==> src/rtl/controller_pkg.sv <==
// -----------------------------------------------------------------------------
// controller_pkg
// Shared definitions for the 19-bit processor control unit:
//   - instruction class / group field codes
//   - ALU and shifter function codes
//   - write-back source encodings
//   - controller state enum
//   - control-vector struct plus small helper functions
// -----------------------------------------------------------------------------
package controller_pkg;

  // Instruction class in [18:17] (ALU classes only need two bits)
  localparam logic [1:0] CLASS_ALU_REG = 2'b00;
  localparam logic [1:0] CLASS_ALU_IMM = 2'b01;

  // Instruction group in [18:16] for the non-ALU half of the opcode space
  localparam logic [2:0] GRP_MEM   = 3'b100;
  localparam logic [2:0] GRP_NOP_A = 3'b101;
  localparam logic [2:0] GRP_SHIFT = 3'b110;
  localparam logic [2:0] GRP_NOP_B = 3'b111;

  // Memory sub-op in [15:14]; 10 and 11 are NOPs
  localparam logic [1:0] MEM_LDM = 2'b00;
  localparam logic [1:0] MEM_STM = 2'b01;

  // ALU function codes
  localparam logic [2:0] ALU_ADD  = 3'b000;
  localparam logic [2:0] ALU_ADC  = 3'b001;
  localparam logic [2:0] ALU_SUB  = 3'b010;
  localparam logic [2:0] ALU_SBC  = 3'b011;
  localparam logic [2:0] ALU_AND  = 3'b100;
  localparam logic [2:0] ALU_OR   = 3'b101;
  localparam logic [2:0] ALU_XOR  = 3'b110;
  localparam logic [2:0] ALU_MASK = 3'b111;

  // Shifter function codes
  localparam logic [1:0] SH_SHL = 2'b00;
  localparam logic [1:0] SH_SHR = 2'b01;
  localparam logic [1:0] SH_ROL = 2'b10;
  localparam logic [1:0] SH_ROR = 2'b11;

  // Write-back source encodings
  localparam logic [1:0] WB_ALU   = 2'b00;
  localparam logic [1:0] WB_SHIFT = 2'b01;
  localparam logic [1:0] WB_MEM   = 2'b10;
  localparam logic [1:0] WB_NONE  = 2'b11;

  // Controller states
  typedef enum logic [1:0] {
    ST_RST  = 2'b00,
    ST_EXEC = 2'b01,
    ST_LD2  = 2'b10
  } state_t;

  // Complete set of datapath controls driven by the controller
  typedef struct packed {
    logic [1:0] select_to_write;
    logic       select_r2;
    logic       select_alu_arg;
    logic [2:0] alu_function;
    logic [1:0] sh_ro_function;
    logic       stm;
    logic       ldm;
    logic       enable_pc;
    logic       enable_zero;
    logic       enable_carry;
    logic       mem_read;
  } ctrl_t;

  // Arithmetic ops (ADD/ADC/SUB/SBC, codes 000-011) are the only ALU ops
  // that produce a meaningful carry.
  function automatic logic alu_sets_carry(input logic [2:0] fn);
    return (fn[2] == 1'b0);
  endfunction

  // All-zero control vector (RST state; note write-back source reads as ALU)
  function automatic ctrl_t ctrl_zero();
    ctrl_t c;
    c = '0;
    return c;
  endfunction

  // Decode baseline: nothing happens, no register is written
  function automatic ctrl_t ctrl_idle();
    ctrl_t c;
    c = '0;
    c.select_to_write = WB_NONE;
    return c;
  endfunction

  // Second cycle of a load: write memory data back, keep the address path
  // (Rs + imm8) stable, and advance the PC.
  function automatic ctrl_t ctrl_load2();
    ctrl_t c;
    c = ctrl_idle();
    c.select_to_write = WB_MEM;
    c.select_alu_arg  = 1'b1;
    c.alu_function    = ALU_ADD;
    c.mem_read        = 1'b1;
    c.ldm             = 1'b1;
    c.enable_pc       = 1'b1;
    return c;
  endfunction

endpackage

==> src/rtl/controller_decode.sv <==
// -----------------------------------------------------------------------------
// controller_decode
// Purely combinational instruction decoder producing the EXEC-state control
// vector. Only the opcode bits [18:14] of the instruction influence control.
// Ports:
//   opcode  in  5  instruction bits [18:14]
//   ctrl    out    EXEC-state control vector
//   is_load out 1  instruction is an LDM (needs a second cycle)
// -----------------------------------------------------------------------------
module controller_decode
  import controller_pkg::*;
(
  input  logic [4:0] opcode,
  output ctrl_t      ctrl,
  output logic       is_load
);

  logic [1:0] op_class;
  logic       op_grp_bit;
  logic [2:0] op_fn;
  logic [1:0] op_sub;

  assign op_class   = opcode[4:3];
  assign op_grp_bit = opcode[2];
  assign op_fn      = opcode[2:0];
  assign op_sub     = opcode[1:0];

  // Class/field decode into the control vector
  always_comb begin
    ctrl    = ctrl_idle();
    is_load = 1'b0;
    case (op_class)
      CLASS_ALU_REG, CLASS_ALU_IMM: begin
        ctrl.select_to_write = WB_ALU;
        ctrl.select_r2       = 1'b0;
        ctrl.select_alu_arg  = (op_class == CLASS_ALU_IMM);
        ctrl.alu_function    = op_fn;
        ctrl.enable_zero     = 1'b1;
        ctrl.enable_carry    = alu_sets_carry(op_fn);
        ctrl.enable_pc       = 1'b1;
      end
      2'b10: begin
        // group 100 is memory, group 101 is NOP
        if (op_grp_bit == GRP_MEM[0]) begin
          case (op_sub)
            MEM_LDM: begin
              // first load cycle: address on the bus, PC held, no write-back yet
              ctrl.select_alu_arg = 1'b1;
              ctrl.alu_function   = ALU_ADD;
              ctrl.mem_read       = 1'b1;
              ctrl.enable_pc      = 1'b0;
              is_load             = 1'b1;
            end
            MEM_STM: begin
              // address Rs + imm8 through the ALU, store data read via Rd port
              ctrl.select_alu_arg = 1'b1;
              ctrl.alu_function   = ALU_ADD;
              ctrl.select_r2      = 1'b1;
              ctrl.stm            = 1'b1;
              ctrl.enable_pc      = 1'b1;
            end
            default: begin
              ctrl.enable_pc = 1'b1;
            end
          endcase
        end else begin
          ctrl.enable_pc = 1'b1;
        end
      end
      2'b11: begin
        // group 110 is shift/rotate, group 111 is NOP
        if (op_grp_bit == GRP_SHIFT[0]) begin
          ctrl.select_to_write = WB_SHIFT;
          ctrl.sh_ro_function  = op_sub;
          ctrl.enable_zero     = 1'b1;
          ctrl.enable_carry    = 1'b1;
          ctrl.enable_pc       = 1'b1;
        end else begin
          ctrl.enable_pc = 1'b1;
        end
      end
      default: begin
        // unknown opcode bits: hold the safe idle vector
        ctrl    = ctrl_idle();
        is_load = 1'b0;
      end
    endcase
  end

endmodule

==> src/rtl/controller.sv <==
// -----------------------------------------------------------------------------
// controller
// Control unit of the 19-bit single-issue processor. Holds the RST/EXEC/LD2
// state register; decodes the instruction in EXEC, and overrides the decode
// in RST (everything 0) and LD2 (load write-back, independent of allBits).
// Ports:
//   clk            in  1  system clock, rising edge
//   rst            in  1  synchronous active-high reset
//   allBits        in  19 current instruction word
//   selectToWrite  out 2  write-back source (00 ALU,01 shift,10 mem,11 none)
//   selectR2       out 1  read port 2 address: 0 Rt, 1 Rd
//   selectAluArg   out 1  ALU operand B: 0 read data 2, 1 imm8
//   ALUfunction    out 3  ALU operation
//   sh_roFunction  out 2  shifter operation
//   STM            out 1  data-memory write strobe
//   LDM            out 1  load write-back strobe
//   enablePC       out 1  PC advances at next edge
//   enableZero     out 1  Z flag update
//   enableCarry    out 1  C flag update
//   memRead        out 1  data-memory read enable
// -----------------------------------------------------------------------------
module controller
  import controller_pkg::*;
(
  input  logic        clk,
  input  logic        rst,
  input  logic [18:0] allBits,
  output logic [1:0]  selectToWrite,
  output logic        selectR2,
  output logic        selectAluArg,
  output logic [2:0]  ALUfunction,
  output logic [1:0]  sh_roFunction,
  output logic        STM,
  output logic        LDM,
  output logic        enablePC,
  output logic        enableZero,
  output logic        enableCarry,
  output logic        memRead
);

  state_t state;
  ctrl_t  dec_ctrl;
  logic   dec_is_load;
  ctrl_t  ctrl;

  // Operand fields (register numbers, imm8) never affect control.
  logic unused_operand_bits;
  assign unused_operand_bits = ^allBits[13:0];

  controller_decode u_decode (
    .opcode  (allBits[18:14]),
    .ctrl    (dec_ctrl),
    .is_load (dec_is_load)
  );

  // State register: reset wins from any state, loads take one extra cycle
  always_ff @(posedge clk) begin
    if (rst) begin
      state <= ST_RST;
    end else begin
      case (state)
        ST_RST:  state <= ST_EXEC;
        ST_EXEC: state <= dec_is_load ? ST_LD2 : ST_EXEC;
        ST_LD2:  state <= ST_EXEC;
        default: state <= ST_RST;
      endcase
    end
  end

  // Output select: decode in EXEC, fixed vectors in RST and LD2
  always_comb begin
    ctrl = ctrl_zero();
    case (state)
      ST_EXEC: ctrl = dec_ctrl;
      ST_LD2:  ctrl = ctrl_load2();
      ST_RST:  ctrl = ctrl_zero();
      default: ctrl = ctrl_zero();
    endcase
  end

  assign selectToWrite = ctrl.select_to_write;
  assign selectR2      = ctrl.select_r2;
  assign selectAluArg  = ctrl.select_alu_arg;
  assign ALUfunction   = ctrl.alu_function;
  assign sh_roFunction = ctrl.sh_ro_function;
  assign STM           = ctrl.stm;
  assign LDM           = ctrl.ldm;
  assign enablePC      = ctrl.enable_pc;
  assign enableZero    = ctrl.enable_zero;
  assign enableCarry   = ctrl.enable_carry;
  assign memRead       = ctrl.mem_read;

endmodule

==> config.mk <==
export PLATFORM = sky130hd
export DESIGN_NAME = controller
export DESIGN_NICKNAME = d
export VERILOG_FILES = /design/src/rtl/controller_pkg.sv /design/src/rtl/controller_decode.sv /design/src/rtl/controller.sv
export SDC_FILE = /design/constraint.sdc
export NUM_CORES = 1
export LEC_CHECK = 0
export ABC_AREA = 0
export BUFFER_PORTS_ARGS = -buffer_cell sky130_fd_sc_hd__buf_2
export CORE_AREA = 2 2 39 41
export DETAILED_ROUTE_END_ITERATION = 6
export DIE_AREA = 0 0 41 43
export PLACE_DENSITY_LB_ADDON = 0.2
export SYNTH_ARGS = -nofsm -noshare
export SYNTH_HDL_FRONTEND = slang
export SYNTH_HIERARCHICAL = 1
export SYNTH_SLANG_ARGS = --single-unit
==> constraint.sdc <==
create_clock -name clk -period 1.8 [get_ports clk]
set_input_delay 0.09 -clock clk [delete_from_list [all_inputs] [get_ports clk]]
set_output_delay 0.09 -clock clk [all_outputs]
set_load 0.01 [all_outputs]
Word-level counts from Yosys, hierarchy flattened
Cells that the tools add are included.
{"block": "op_classes", "bitwise": 1, "n_eq_ne": 6, "add_sub_neg": 0, "n_reduce_logical": 7, "n_mul": 0, "n_mux": 21, "shifts": 0, "n_lt_le_gt_ge": 0, "div": 0}
{"op": "$pmux 15 s2", "count": 1}
{"op": "$pmux 2 s2", "count": 3}
{"op": "$mux 2", "count": 5}
{"op": "$pmux 5 s2", "count": 1}
{"op": "$mux 1", "count": 8}
{"op": "$eq 2x1->1 const B", "count": 3}
{"op": "$eq 2x2->1 const B", "count": 3}
{"op": "$logic_not 2->1", "count": 3}
{"op": "$reduce_or 2->1", "count": 3}
{"op": "$mux 5", "count": 1}
{"op": "$mux 4", "count": 1}
{"op": "$reduce_or 3->1", "count": 1}
{"op": "$pmux 1 s2", "count": 1}
{"op": "$not 1->1", "count": 1}
{"block": "word_totals", "regBits": 2, "word_cells": 36, "mem_bits_rw": 0, "mem_bits_ro": 0, "output_inout_bits": 15, "latch_bits": 0, "inputBits": 21, "n_memories": 0}

Longest topological paths before layout
Gate-level depths: netlist of the first run.
{"block": "logic_depth", "ltp_word": 6, "mapped_depth": 5}

Cells and area by module
Netlist of the first run, hierarchy kept.
{"module": "controller", "area_each_um2": 270.3, "n_inst": 1, "cells_per_inst": 35, "seq_area_each_um2": 40.0}
{"module": "controller_decode", "area_each_um2": 151.4, "n_inst": 1, "cells_per_inst": 23, "seq_area_each_um2": 0.0}

Worst setup path before layout of the first run
No wires, ideal clock.
{"block": "synth_path", "path_kind": "input -> output", "start": "input allBits[17]", "end": "output memRead", "cell_stages": 5, "slack_ns": 0.585, "n_path_buf": 1, "arrival_ns": 1.125, "path_cell_list": "or4b_1 nor2_1 buf_4 a21oi_1 nor2b_1"}
{"block": "synth_via", "elab_chain_cells": 3}
{"element": "start: declaration", "line_no": "controller.sv:27", "text": "input logic [18:0] allBits,"}
{"element": "$eq 2x2->1"}
{"element": "$mux 1"}
{"element": "named net dec_is_load", "line_no": "controller.sv:43", "text": "logic dec_is_load;"}
{"element": "$pmux 15 s2", "line_no": "controller.sv:73", "text": "case (state)"}
{"element": "end: declaration", "line_no": "controller.sv:38", "text": "output logic memRead"}
The timed path passes the listed nets, and every way through them passes these cells.

Worst setup path in the final report of the first run
{"block": "layout_path", "start": "register state[0]", "end": "output selectToWrite[0]"}
{"block": "layout_via", "elab_chain_cells": 2, "elab_cells_between_ends": 3}
{"element": "start: declaration", "line_no": "controller.sv:41", "text": "state_t state;"}
{"element": "start signal: assignment", "line_no": "controller.sv:63", "text": "ST_EXEC: state <= dec_is_load ? ST_LD2 : ST_EXEC;"}
{"element": "$eq 2x2->1 / $eq 2x1->1 (equally long branches)", "line_no": "controller.sv:73"}
{"element": "$pmux 15 s2 *", "line_no": "controller.sv:73"}
{"element": "end: declaration", "line_no": "controller.sv:28", "text": "output logic [1:0] selectToWrite,"}
Every way passes the cells marked *; elsewhere a longest branch is shown, timed or not.

==> results of run 1 <==
[through the flow]
stage | instance area, µm² | cells
2_1_floorplan | 422 | 58
3_3_place_gp | 508 | 89
3_5_place_dp | 508 | 89
4_1_cts | 531 | 92
5_1_grt | 531 | 92
6_report | 531 | 92
[worst max-delay path: stages (launching register included)]
cell     delay [ns]
dfxtp_1        0.35
inv_1          0.07
ha_1           0.48
and3_2         0.24
buf_2          0.12
[worst paths after layout]
check                           slack, ns  depth (start not counted)                to
worst max register to register       0.55                          4          state[0]
worst min register to register       0.66                          2          state[1]
worst max-delay path                 0.23                          4  selectToWrite[0]
worst min-delay path                 0.06                          2          state[0]
[cell families after synthesis]
group                    after synthesis  synth area share
buffers and inverters                  9             0.119
adder cells (fa/ha/maj)                4             0.119
AO/OA/AOI/OAI                          8             0.113
flip-flops                             2            0.0950
AND/OR/NAND/NOR                       34             0.546
other                                  1           0.00889
[power by group through the flow]
stage / logic, W / clock network (W) / registers (W)
6_report: 0.0000768 / 0.0000985 / 0.0000485
2_1_floorplan: 0.0000570 / 0 / 0.0000487
4_1_cts: 0.0000780 / 0.000107 / 0.0000485
3_3_place_gp: 0.0000778 / 0 / 0.0000490
3_5_place_dp: 0.0000776 / 0 / 0.0000491
5_1_grt: 0.0000870 / 0.000105 / 0.0000487
[routing by layer]
layer / vias up / GRT usage / routed length (µm)
met5: - / 0 / 0
met4: 0 / 0.0800 / 0
met3: 0 / 0.0314 / 48
met2: 10 / 0.159 / 410
met1: 163 / 0.173 / 411
li1: 231 / - / -
[cells in the final DEF, fill, tap and decap left out, drive strengths merged]
master / count
dfxtp: 2
a211oi: 1
or2b: 1
nand2b: 2
or4b: 1
buf: 21
clkbuf: 3
ha: 4
inv: 3
o21ai: 1
nor3: 1
conb: 1
and3: 12
nor4b: 1
nand2: 2
and2: 3
a21oi: 6
nor2: 2
nor2b: 9
[final cells by class]
| type | instances | area (µm²) | share of cell area |
|---|---|---|---|
| clock buffers | 3 | 22.5 | 0.0425 |
| flip-flops and latches | 2 | 40.0 | 0.0755 |
| multi-input cells | 47 | 332 | 0.625 |
| well taps | 16 | 20.0 | 0.0377 |
| inverters | 3 | 11.3 | 0.0212 |
| repair buffers | 21 | 105 | 0.198 |
==> run summary, run 1 <==
Run status -> complete, no violations
Area growth from synthesis to layout -> 25.8%
Vias post-DR -> 404
Max FFs per register -> 2
GR Util All Layers -> 0.123
Critical path required time -> 1.71 ns
Number of design rule violations left after detail routing -> 0
Number of nets in the layout -> 103
Largest buffer count on any clock path -> 2
Count of instances resized after the clock tree is built -> 0
Clock transition at path regs -> 0.03 ns
Number of I/O pins -> 36
Vias in the first global route -> 353
Remaining number of nets flagged by the antenna check after routing -> 0
Class of the worst hold path -> in -> reg
Number of DRC markers in iteration 0 -> 7
Top fanout value on the critical path -> 15
Port Buffer Count -> 21
Max rail drop VDD -> 0.000256 V
Core utilization of the finished layout -> 0.383
Most common cell in the synthesized netlist -> and3_1
First-pass GRT wire length -> 1490 µm
Power dissipated by switching net loads -> 0.0000695 W
Total number of yosys warnings -> 6
Area of the core -> 1380 µm²
Post-synth cell types -> 22
Gpl congestion -> 0.699
Clock skew after layout -> 0.000245 ns
DIE AREA -> 1760 µm²
N_diodes -> 0
Count of pins over their slew limit -> 0
Maximum clock frequency -> 637 MHz
Worst Hold Slack -> 0.0604 ns
Startpoint class of the critical path -> flip-flop
CTS sink cnt -> 2
RSZ-0062 raised after global routing -> false
Total wire length after detailed routing -> 870 µm
Total of hold buffers inserted after clock tree synthesis -> 0
Number of clock buffers inserted by TritonCTS -> 3
Relative contribution of sequential cells to total power -> 0.217
Post-synth top cells -> and3_1, nor2b_1, a21oi_1, ha_1
Static power due to leakage -> 0.314 nW
Ratio of total power to cell area -> 422 nW/µm²
Power share of the clock group -> 0.440
DIE HEIGHT -> 43 µm
Final Hold Vio Count -> 0
Router iterations before antenna repair -> 3
Cells after synthesis -> 58
Largest net degree at the start of global routing -> 18
Root buf cell -> clkbuf_4
Drt via density -> 4.39
Count of flip-flops with a built-in enable after synthesis -> 0
Number of antenna violations at the first check in global routing -> 0
Initial core utilization -> 0.305
Count of standard-cell rows -> 14
Switching Share -> 0.310
Post-Synthesis Cell Area -> 422 µm²
Final period utilization -> 0.872
H-tree levels -> 1
Top post-synthesis cells by area -> and3_1, nor2b_1, ha_1, dfxtp_1, a21oi_1
TritonCTS clock tree -> yes
Setup Total Neg Slack -> 0 ns
Total of flip-flops plus latches after synthesis -> 2
Launch point of the worst reg-to-reg path -> state[1]
X dimension of the die -> 41 µm
Endpoints failing setup -> 0
Proportion of synthesized chip area in sequential cells -> 0.0950
Ratio of cells with drive above 1 in the final layout -> 0.368
Post-placement setup slack -> 0.418 ns
Type of the setup path with the least slack -> reg -> out
Source of the worst hold timing path -> rst
Insertion delay of the later-clocked pin in the worst-skew pair -> 0.22 ns
Placed wire-length estimate after detailed placement -> 656 µm
Internal Power -> 0.000154 W
Final worst slack -> 0.231 ns
Maxcap violations -> 0
Top reg by flops -> state
Logic pwr share -> 0.343
Residual overflow from global routing -> 0
Post-synthesis average cell area -> 7.27 µm²
Largest registers ranked by flip-flop count -> state x2
Top_reg_cell synth -> dfxtp_1
Post-synthesis net count -> 83
WL per Instance -> 9.46 µm
Final min period -> 1.57 ns
Area share of the largest cell type after synthesis -> 0.163
Critical path origin -> state[0]
Endpoint arrival time on the critical path -> 1.48 ns
Layout fillers -> 143
Total design power -> 0.000224 W
Kind of capture point of the worst setup path -> output port
Leading area contributor after synthesis -> and3_1
Asr flop ratio synth -> 0
# Post-CTS Setup Buffers -> 0
No activity file was read; power rests on OpenSTA's default activity.
==> inputs of run 2 (changes only) <==
GPL_TIMING_DRIVEN = 0   (was unset)
SLEW_MARGIN = 20   (was unset)
==> run 2 against run 1 <==
Compared with the run above: setup slack improved by 0.0073 ns; utilization increased by 2.8 points; non-clock buffer count increased by 6; power increased by 3.3%; clock power is 2.3% lower; maximum frequency increased by 0.47%; sequential share of layout area shrank 0.51 points; sequential power about the same.
==> run summary, run 2 (synthesis gave the netlist of run 1 again) <==
Count of instances resized after the clock tree is built -> 0 (unchanged)
Static power due to leakage -> 0.338 nW (was 0.314 nW)
Wire length on met2 -> 417 µm (was 410 µm)
Relative contribution of sequential cells to total power -> 0.210 (was 0.217)
Setup Total Neg Slack -> 0 ns (unchanged)
Kind of capture point of the worst setup path -> output port (unchanged)
Largest net degree at the start of global routing -> 11 (was 18)
Logic pwr share -> 0.374 (was 0.343)
Endpoints failing setup -> 0 (unchanged)
WL per Instance -> 9.30 µm (was 9.46 µm)
N_diodes -> 0 (unchanged)
Total wire length after detailed routing -> 911 µm (was 870 µm)
Startpoint class of the critical path -> flip-flop (unchanged)
Worst Hold Slack -> 0.0513 ns (was 0.0604 ns)
Run status -> complete, no violations (unchanged)
Clock skew after layout -> 0.00348 ns (was 0.000245 ns)
Port Buffer Count -> 21 (unchanged)
Gpl congestion -> 0.752 (was 0.699)
Uppermost metal layer occupied by signal nets -> met4 (was met3)
Number of nets in the layout -> 109 (was 103)
Placed wire-length estimate after detailed placement -> 715 µm (was 656 µm)
Most frequent standard cell in the layout excluding fill and tap cells -> buf_2 (unchanged)
Top reg by flops -> state (unchanged)
Largest registers ranked by flip-flop count -> state x2 (unchanged)
Switching Share -> 0.303 (was 0.310)
Highest-count cells in the layout ignoring fill and taps -> buf_2, and3_1, nor2b_1, a21oi_1, ha_1 (unchanged)
Launch point of the worst reg-to-reg path -> state[1] (unchanged)
Area growth from synthesis to layout -> 35.0% (was 25.8%)
RSZ-0062 raised after global routing -> false (unchanged)
Max rail drop VDD -> 0.000298 V (was 0.000256 V)
Total area of multi-input combinational cells -> 332 µm² (unchanged)
Largest buffer count on any clock path -> 2 (unchanged)
Class of the worst hold path -> in -> reg (unchanged)
Router iterations before antenna repair -> 4 (was 3)
Number of design rule violations left after detail routing -> 0 (unchanged)
Vias in the first global route -> 395 (was 353)
Area of the core -> 1380 µm² (unchanged)
DIE AREA -> 1760 µm² (unchanged)
Final min period -> 1.56 ns (was 1.57 ns)
Power share of the clock group -> 0.416 (was 0.440)
Insertion delay of the later-clocked pin in the worst-skew pair -> 0.22 ns (about the same)
End of the worst register-to-register path -> state[1] (was state[0])
GR Util All Layers -> 0.122 (was 0.123)
Sequential cell area -> 40.0 µm² (unchanged)
Layout fillers -> 154 (was 143)
Number of I/O pins -> 36 (unchanged)
TritonCTS clock tree -> yes (unchanged)
Ratio of total power to cell area -> 406 nW/µm² (was 422 nW/µm²)
Wire length on met1 -> 429 µm (was 411 µm)
Vias post-DR -> 439 (was 404)
Max FFs per register -> 2 (unchanged)
Hold EP -> state[0] (unchanged)
Critical path required time -> 1.71 ns (about the same)
Initial core utilization -> 0.305 (unchanged)
Root buf cell -> clkbuf_4 (unchanged)
# Post-CTS Setup Buffers -> 0 (unchanged)
First-pass GRT wire length -> 1490 µm (unchanged)
Number of DRC markers in iteration 0 -> 8 (was 7)
Residual overflow from global routing -> 0 (unchanged)
Maximum clock frequency -> 640 MHz (was 637 MHz)
Source of the worst hold timing path -> rst (unchanged)
Internal Power -> 0.000161 W (was 0.000154 W)
Remaining number of nets flagged by the antenna check after routing -> 0 (unchanged)
Clock transition at path regs -> 0.03 ns (about the same)
Ratio of cells with drive above 1 in the final layout -> 0.390 (was 0.368)
Final period utilization -> 0.868 (was 0.872)
Routed length on met3 -> 53 µm (was 48 µm)
Drt via density -> 4.48 (was 4.39)
Setup slack of the worst register-to-register path -> 0.67 ns (was 0.55 ns)
Maxcap violations -> 0 (unchanged)
Top fanout value on the critical path -> 10 (was 15)
Number of clock buffers inserted by TritonCTS -> 3 (unchanged)
Count of pins over their slew limit -> 0 (unchanged)
Count of standard-cell rows -> 14 (unchanged)
DIE HEIGHT -> 43 µm (unchanged)
Total of hold buffers inserted after clock tree synthesis -> 0 (unchanged)
Cells on Worst Hold Path -> 2 (unchanged)
Endpoint arrival time on the critical path -> 1.47 ns (was 1.48 ns)
Type of the setup path with the least slack -> reg -> out (unchanged)
Critical path origin -> state[0] (unchanged)
X dimension of the die -> 41 µm (unchanged)
Number of antenna violations at the first check in global routing -> 0 (unchanged)
Power dissipated by switching net loads -> 0.0000701 W (was 0.0000695 W)
Final Hold Vio Count -> 0 (unchanged)
Worst Reg-to-Reg Cells -> 5 (was 4)
CTS sink cnt -> 2 (unchanged)
H-tree levels -> 1 (unchanged)
Core utilization of the finished layout -> 0.411 (was 0.383)
run 2: cell count changes in the layout (fill, tap and decap cells not counted), sizes merged:
cell	delta
clkbuf	+2
buf	+4
run 2: per-stage QoR:
stage	setup WS [ns]	std cells	instance area, µm²	total power [W]
CTS	0.212	98	569	0.000239
detailed placement	0.319	95	547	0.000136
floorplan	0.585	58	422	0.000106
global placement	0.329	95	547	0.000136
finish	0.238	98	569	0.000231
global route	0.116	98	569	0.000252
run 2: worst max-delay path: stages, from the launching register on:
cell and delay (ns):
dfxtp_1 0.35, inv_1 0.08, ha_1 0.34, buf_2 0.19, and3_1 0.17, buf_2 0.13
run 2: worst max-delay path by stage:
| stage | end | slack (ns) | depth (start not counted) |
|---|---|---|---|
| after floorplan | memRead | 0.59 | 5 |
| final | enableZero | 0.24 | 5 |
| after detailed placement | memRead | 0.32 | 7 |
| after global routing | sh_roFunction[1] | 0.12 | 5 |
| after global placement | memRead | 0.33 | 7 |
| after CTS | enableZero | 0.21 | 5 |
run 2: power groups by stage:
stage / Clock [W] / Sequential [W] / Combinational [W]
3_5_place_dp: 0 / 0.0000490 / 0.0000870
4_1_cts: 0.000103 / 0.0000485 / 0.0000875
2_1_floorplan: 0 / 0.0000487 / 0.0000570
5_1_grt: 0.000106 / 0.0000488 / 0.0000972
6_report: 0.0000962 / 0.0000485 / 0.0000864
3_3_place_gp: 0 / 0.0000489 / 0.0000874
run 2: area by class of cell:
type,count,area share
multi-input combinational,47,0.582
timing repair buffer,21,0.185
sequential,2,0.0703
buffer,6,0.0681
clock buffer,3,0.0396
tap,16,0.0352
inverter,3,0.0198
run 2: metal layers:
metal / GRT usage / vias to the layer above
li1: - / 243
met1: 0.166 / 182
met2: 0.169 / 12
met3: 0.0209 / 2
met4: 0.0800 / 0
met5: 0 / -
